$ cat src/rtl/loop_perf_monitor.sv
// Loop profiler for HLS kernels: per-loop trip, iteration, active/stall cycle and
// latency counters derived from the FSM state vector, read through one registered port.
module loop_perf_monitor #(
  parameter int NUM_LOOPS = 4,
  parameter int STATE_W   = 16,
  parameter int CNT_W     = 32
) (
  input  logic                         clock,
  input  logic                         reset,
  input  logic [STATE_W-1:0]           cur_state,
  input  logic [NUM_LOOPS*STATE_W-1:0] body_mask,
  input  logic [NUM_LOOPS-1:0]         iter_start,
  input  logic [NUM_LOOPS-1:0]         iter_end,
  input  logic [NUM_LOOPS-1:0]         stall,
  input  logic                         freeze,
  input  logic                         clr,
  input  logic                         rd_req,
  input  logic [3:0]                   rd_loop,
  input  logic [2:0]                   rd_sel,
  output logic                         rd_valid,
  output logic [CNT_W-1:0]             rd_data,
  output logic [NUM_LOOPS-1:0]         busy
);

  typedef enum logic {CH_IDLE, CH_ACTIVE} ch_state_e;

  typedef struct packed {
    logic [CNT_W-1:0] trips;
    logic [CNT_W-1:0] iters_started;
    logic [CNT_W-1:0] iters_ended;
    logic [CNT_W-1:0] active_cycles;
    logic [CNT_W-1:0] stall_cycles;
    logic [CNT_W-1:0] last_latency;
    logic [CNT_W-1:0] max_latency;
  } counters_t;

  localparam logic [CNT_W-1:0] CNT_MAX = '1;

  function automatic logic [CNT_W-1:0] sat_inc(input logic [CNT_W-1:0] v);
    return (v == CNT_MAX) ? v : v + CNT_W'(1);
  endfunction

  counters_t [NUM_LOOPS-1:0] cnt_all;
  logic      [NUM_LOOPS-1:0] ovf_all;
  logic      [NUM_LOOPS-1:0] flight_all;

  for (genvar g = 0; g < NUM_LOOPS; g++) begin : g_ch
    ch_state_e        st_q, st_d;
    counters_t        cnt_q, cnt_d;
    logic [CNT_W-1:0] lat_q, lat_d;
    logic             ovf_q, ovf_d;
    logic             in_body;
    logic             sat_hit;

    assign in_body = |(cur_state & body_mask[g*STATE_W +: STATE_W]);

    // NOTE: every always_comb output is given its hold value first, so no path infers a latch.
    always_comb begin
      st_d    = st_q;
      cnt_d   = cnt_q;
      lat_d   = lat_q;
      ovf_d   = ovf_q;
      sat_hit = 1'b0;
      if (clr) begin
        st_d  = CH_IDLE;
        cnt_d = '0;
        lat_d = '0;
        ovf_d = 1'b0;
      end else if (!freeze) begin
        if (in_body) begin
          if (iter_start[g]) begin
            sat_hit             = sat_hit | (cnt_q.iters_started == CNT_MAX);
            cnt_d.iters_started = sat_inc(cnt_q.iters_started);
          end
          if (iter_end[g]) begin
            sat_hit           = sat_hit | (cnt_q.iters_ended == CNT_MAX);
            cnt_d.iters_ended = sat_inc(cnt_q.iters_ended);
          end
          if (stall[g]) begin
            sat_hit            = sat_hit | (cnt_q.stall_cycles == CNT_MAX);
            cnt_d.stall_cycles = sat_inc(cnt_q.stall_cycles);
          end
          // The entry cycle counts as an active cycle, so a k-cycle trip adds k.
          sat_hit             = sat_hit | (cnt_q.active_cycles == CNT_MAX);
          cnt_d.active_cycles = sat_inc(cnt_q.active_cycles);
          if (st_q == CH_IDLE) begin
            st_d        = CH_ACTIVE;
            sat_hit     = sat_hit | (cnt_q.trips == CNT_MAX);
            cnt_d.trips = sat_inc(cnt_q.trips);
            lat_d       = CNT_W'(1);
          end else begin
            sat_hit = sat_hit | (lat_q == CNT_MAX);
            lat_d   = sat_inc(lat_q);
          end
        end else if (st_q == CH_ACTIVE) begin
          st_d               = CH_IDLE;
          cnt_d.last_latency = lat_q;
          if (lat_q > cnt_q.max_latency) cnt_d.max_latency = lat_q;
        end
        ovf_d = ovf_q | sat_hit;
      end
    end

    // NOTE: state uses non-blocking assignments so all channels update from the same pre-edge values.
    always_ff @(posedge clock or negedge reset) begin
      if (!reset) begin
        st_q  <= CH_IDLE;
        cnt_q <= '0;
        lat_q <= '0;
        ovf_q <= 1'b0;
      end else begin
        st_q  <= st_d;
        cnt_q <= cnt_d;
        lat_q <= lat_d;
        ovf_q <= ovf_d;
      end
    end

    assign cnt_all[g]    = cnt_q;
    assign ovf_all[g]    = ovf_q;
    assign flight_all[g] = (cnt_q.iters_started != cnt_q.iters_ended);
    assign busy[g]       = (st_q == CH_ACTIVE);
  end

  // Out-of-range channel indices match no channel and read back as zero.
  logic [CNT_W-1:0] rd_mux;

  always_comb begin
    rd_mux = '0;
    for (int i = 0; i < NUM_LOOPS; i++) begin
      if (rd_loop == i[3:0]) begin
        case (rd_sel)
          3'd0: rd_mux = cnt_all[i].trips;
          3'd1: rd_mux = cnt_all[i].iters_started;
          3'd2: rd_mux = cnt_all[i].iters_ended;
          3'd3: rd_mux = cnt_all[i].active_cycles;
          3'd4: rd_mux = cnt_all[i].stall_cycles;
          3'd5: rd_mux = cnt_all[i].last_latency;
          3'd6: rd_mux = cnt_all[i].max_latency;
          3'd7: rd_mux = CNT_W'({flight_all[i], ovf_all[i], busy[i]});
        endcase
      end
    end
  end

  logic             rd_valid_q;
  logic [CNT_W-1:0] rd_data_q;

  always_ff @(posedge clock or negedge reset) begin
    if (!reset) begin
      rd_valid_q <= 1'b0;
      rd_data_q  <= '0;
    end else begin
      rd_valid_q <= rd_req;
      if (rd_req) rd_data_q <= rd_mux;
    end
  end

  assign rd_valid = rd_valid_q;
  assign rd_data  = rd_data_q;

endmodule
$ cat config.mk
export PLATFORM = sky130hd
export DESIGN_NAME = loop_perf_monitor
export DESIGN_NICKNAME = d
export VERILOG_FILES = /design/src/rtl/loop_perf_monitor.sv
export SDC_FILE = /design/constraint.sdc
export NUM_CORES = 2
export LEC_CHECK = 0
export CELL_PAD_IN_SITES_DETAIL_PLACEMENT = 1
export CELL_PAD_IN_SITES_GLOBAL_PLACEMENT = 1
export CORE_AREA = 2 2 416 418
export CTS_CLUSTER_DIAMETER = 100
export DETAILED_ROUTE_END_ITERATION = 10
export DIE_AREA = 0 0 418 420
export PLACE_DENSITY_LB_ADDON = 0.1
export SLEW_MARGIN = 0
export SYNTH_ARGS = -nofsm -noshare
export SYNTH_HDL_FRONTEND = slang
export SYNTH_SLANG_ARGS = --single-unit
$ cat constraint.sdc
create_clock -name clock -period 2.5 [get_ports clock]
set_clock_uncertainty 0.1 [all_clocks]
set_input_delay 0.375 -clock clock [delete_from_list [all_inputs] [get_ports clock]]
set_output_delay 0.375 -clock clock [all_outputs]
set_load 0.03 [all_outputs]
# Word-level counts from Yosys, hierarchy flattened
# Index checks and enable logic that the tools add are counted.
# op_classes
add_sub_neg,24
n_mul,0
n_div,0
n_lt_le_gt_ge,4
eq_ne,71
n_shift,0
mux,172
bitwise_logic,28
n_reduce_logical,62
# op_table
cell,count
two-way mux 32 bit,64
two-way mux 224 bit,8
one-hot mux 32 bit (8 select lines),4
adder 32 x 1 -> 32 bit (second input constant),24
== test 32 bit (second input constant),24
two-way mux 160 bit,4
two-way mux 64 bit,8
> comparator 32 bit,4
inequality test 32 bit,4
two-way mux 1 bit,84
AND reduction 4 bit,20
AND 16 bit,4
OR reduction 16 bit,4
inequality test 2 bit (second input constant),28
nonzero test 2 bit,24
AND reduction 3 bit,12
OR 1 bit,24
== test 3 bit (second input constant),4
inequality test 3 bit (second input constant),4
== test 4 x 2 -> 1 bit (second input constant),2
== test 3 x 2 -> 1 bit (second input constant),2
== test 4 x 1 -> 1 bit (second input constant),1
logical NOT 4 bit,1
== test 3 x 1 -> 1 bit (second input constant),1
other kinds (2),2
# totals
ff_bits,1065
latch_bits,0
ramBits,0
rom_bits,0
in_bits,104
output_inout_bits,37
wordCells,403
memories,0

# Logic depth before layout (Yosys ltp)
# depth
depth_word,24
ltp_mapped,11
depth_no_buf,9

# Worst setup path after synthesis
# OpenSTA, ideal clock, no wires.
# synth_path
path_kind,reg2reg
from,register g_ch[3].lat_q[28]
to,register g_ch[3].cnt_q (netlist bit cnt_all[673])
setup_time_ns,0.131
t_arrival_ns,2.445
path_slack_ns,-0.176
stages_incl_launch_ff,11
n_path_buf,2
cell_sequence,dfrtp_1 -> ha_1 -> nand4_1 -> or2_2 -> or4_1 -> nor4_1 -> nor2_1 -> o21a_1 -> buf_2 -> buf_2 -> mux2i_1
# synth_via
elab_chain_cells,3
# synth_rtl
item,line_no,rtl
start: declaration,50,"logic [CNT_W-1:0] lat_q, lat_d;"
start signal: assignment,114,lat_q <= lat_d;
> comparator 32 bit,98,if (lat_q > cnt_q.max_latency) cnt_d.max_latency = lat_q;
nonzero test 2 bit (no line),-,
AND reduction 4 bit (no line),-,
end signal: assignment,113,cnt_q <= cnt_d;
end: declaration,49,"counters_t cnt_q, cnt_d;"
# Every way passes these cells.
# A chain may end at the register's enable or synchronous reset.

# Final worst setup path
# layout_path
from,register g_ch[1].cnt_q (netlist bit cnt_all[245])
to,register g_ch[1].cnt_q (netlist bit cnt_all[231])
# layout_via
elab_chain_cells,3
# layout_rtl
item,line_no
start: declaration,49
start signal: assignment,113
> comparator 32 bit,98
nonzero test 2 bit (no line),-
AND reduction 4 bit (no line),-
# Every way passes these cells.

==> impl_metrics.csv <==
group,metric,value,unit
yosys,yosysSeqAreaShare,41.2,%
route,wl_per_cell,25.7,um
floorplanning,io_pins,141,
global_route,grt_usage,31.8,%
cts,cts_made_buffers,138,
placement,dpl_worst_slack,-0.941,ns
flow_run,drv_cap,0,
placement,dpl.hpwl,214000,um
global_route,grt_pass1_vias,65500,
run_status,outcome,"finished with violations",
floorplanning,die-width,418,um
placement,gp_congestion,0.929,
timing,period_share,109,%
global_route,overflow,0,
pwr,p_per_area,488,mW/mm^2
cts,cts_sinks,1065,
floorplanning,initial_utilization,37.8,%
timing,fin_crit,2.73,ns
floorplanning,die_h,420,um
cells_and_area,synthToLayoutAreaGrowth,33.7,%
route,vias,63400,
timing,worst_pin_slew,0.849,ns
yosys,syn_nets,7549,
yosys,synth_area_leader_cell,"dfrtp_1",
cells_and_area,mostFrequentLayoutCell,"buf_4",
yosys,synth_area,0.0646,mm^2
global_route,antenna_found_initial,3,
critical_path,crit_required,3.05,ns
timing,worst_slack,-0.234,ns
critical_path,crit_fanout,5,
cells_and_area,drive_gt1_share,24.1,%
yosys,yosysUniqueCellTypes,102,
cts,path_clk_slew,0.06,ns
route,drt_pass1_iterations,6,
floorplanning,rows,152,
pwr,p_total,42.2,mW
global_route,grt_pass1_wl,424000,um
timing,finalHoldViolCount,0,
pwr,vdd_ir_drop_max,0.531,mV
timing,fmax,366,MHz
floorplanning,dieArea,0.176,mm^2
floorplanning,core-area,0.171,mm^2
run_status,violations,"negative setup slack",
min_path,hp-class,"in -> reg",
critical_path,criticalPathCategory,"reg -> reg",
cts,htreeDepth,4,
critical_path,arrival,3.29,ns
yosys,synth_area_per_cell,8.86,um^2
route,drc,0,
critical_path,reg2reg_slack,-0.23,ns
timing,drv_slew,0,
yosys,yosys_warnings,0,
timing,setup_viol,103,
cts,cts_tree,"done",
cts,clk_latency,0.80,ns
yosys,ys_ff_latch,1065,
cells_and_area,nets,8940,
yosys,netlist.area_leader.share,41.2,%
cts,clock-root-buffer,"clkbuf_16",
timing,rsz0062_at_grt,"true",
critical_path,end_kind,"flip-flop",
critical_path,crit_path_start_kind,"flip-flop",
timing,slew_headroom,43.4,%
route,wirelength,283000,um
cts,clockBufferDepth,3,
pwr,leakagePower,38.2,nW
yosys,synth.area.top_cells,"dfrtp_1 (41%), nor2_1 (5.9%), xor2_1 (5.6%), mux2i_1 (5.0%), xnor2_1 (4.4%)",
global_route,grt_max_degree,105,
cells_and_area,utilization,50.6,%
cells_and_area,final_cell_mix,"buf_4 (1440), dfrtp_1 (1041), nor2_1 (1013)",
yosys,ys.flop_type,"dfrtp_1",
placement,io_buffers,140,
route,antenna_left,0,
yosys,syn_inst,7293,
route,drtIter0Drc,4909,
yosys,synth_edf_count,0,
route,routed_via_density,5.76,
yosys,ys_async_sr_fraction,100,%
==> synth_stat cells (91+ instances only) <==
| cell | number |
|---|---|
| o21ai_0 | 294 |
| xnor2_1 | 327 |
| mux2i_1 | 324 |
| xor2_1 | 415 |
| ha_1 | 152 |
| nor4_1 | 126 |
| nand3_1 | 227 |
| clkbuf_1 | 334 |
| nand2_1 | 666 |
| nand4_1 | 272 |
| and3_1 | 146 |
| nor2_1 | 1020 |
| inv_1 | 231 |
| nor3_1 | 164 |
| a21oi_1 | 254 |
| and4_1 | 91 |
| a22oi_1 | 202 |
| dfrtp_1 | 1065 |
| or3_1 | 100 |
==> registers in the layout (all words and copies together) (netlist names) <==
signal,flops
g_ch.ovf_q,4
rd_valid,1
rd_data,32
g_ch.st_q,4
g_ch.lat_q,128
cnt_all,896
==> per-stage QoR <==
stage                     hold WS (ns)  cell area (um^2)  std cells  setup TNS (ns)
final                            0.123             86500      11000          -12.05
after global routing             0.123             86400      11000          -21.25
after CTS                       0.0736             85400      11000           -7.89
after detailed placement         0.208             79400      10700         -556.98
after global placement           0.211             79400      10700         -525.60
after floorplan                -0.0206             64700       7293               0
==> worst max-delay path, cell delays in order (launching register included) <==
cell      delay [ns]
dfrtp_1         0.40
inv_2           0.08
ha_4            0.22
a211oi_2        0.20
o211ai_1        0.14
a311o_1         0.31
a22oi_2         0.38
a31oi_4         0.17
buf_12          0.20
buf_12          0.15
mux2i_2         0.19
nor2_1          0.06
==> worst paths after layout <==
path | endpoint | cells after the start | start
worst max-delay path | cnt_all[231] | 11 | cnt_all[245]
worst min-delay path | rd_data[10] | 2 | rd_req
worst max register to register | cnt_all[231] | 11 | cnt_all[245]
worst min register to register | cnt_all[32] | 2 | cnt_all[32]
max in group asynchronous | cnt_all[504] | 3 | reset
min in group asynchronous | cnt_all[328] | 3 | reset
==> kinds of logic (layout without fill, tap and decap cells) <==
family	Yosys count	count (layout)	share of synthesized area (%)
mux	344	344	5.40
other cells	0	3	0
fa+ha+maj	152	152	2.94
xor+xnor	742	742	10.1
simple gates	3047	3047	23.1
flops	1065	1065	41.2
buf+inv	710	2203	4.41
compound gates	1233	1234	12.9
==> power breakdown <==
part           switching [mW]  internal (mW)
Clock                    8.33           12.4
Combinational            2.53           1.44
Sequential              0.123           17.4
==> cell type report <==
cell class / instances / area [um^2]
Multi-Input combinational cell: 5519 / 36500
Sequential cell: 1065 / 26700
Inverter: 231 / 875
Fill cell: 19500 / 84500
Clock buffer: 208 / 4140
Tap cell: 2233 / 2790
Antenna cell: 3 / 7.51
Timing Repair Buffer: 1729 / 15000
Clock inverter: 35 / 472
==> routing by layer <==
metal | track usage (%) | part of all wire, % | wire, um | vias to the layer above
li1 | - | - | - | 28700
met1 | 42.7 | 44 | 124000 | 32800
met2 | 51.5 | 47 | 132000 | 1493
met3 | 3.81 | 4.6 | 13000 | 451
met4 | 13.7 | 4.8 | 13400 | 2
met5 | 0 | 0.0014 | 4 | -
==> what timing repair did <==
| item | 4_1_cts | 5_1_grt |
|---|---|---|
| gates resized for setup | 141 | 177 |
| setup endpoints to repair | 314 | 425 |
| hold endpoints to repair | 945 | 0 |
| hold buffers | 3 | 0 |
| buffers inserted | 44 | 51 |
| pin swaps | 48 | 71 |
| gates cloned | 14 | 2 |
No activity file was read; power rests on OpenSTA's default activity.
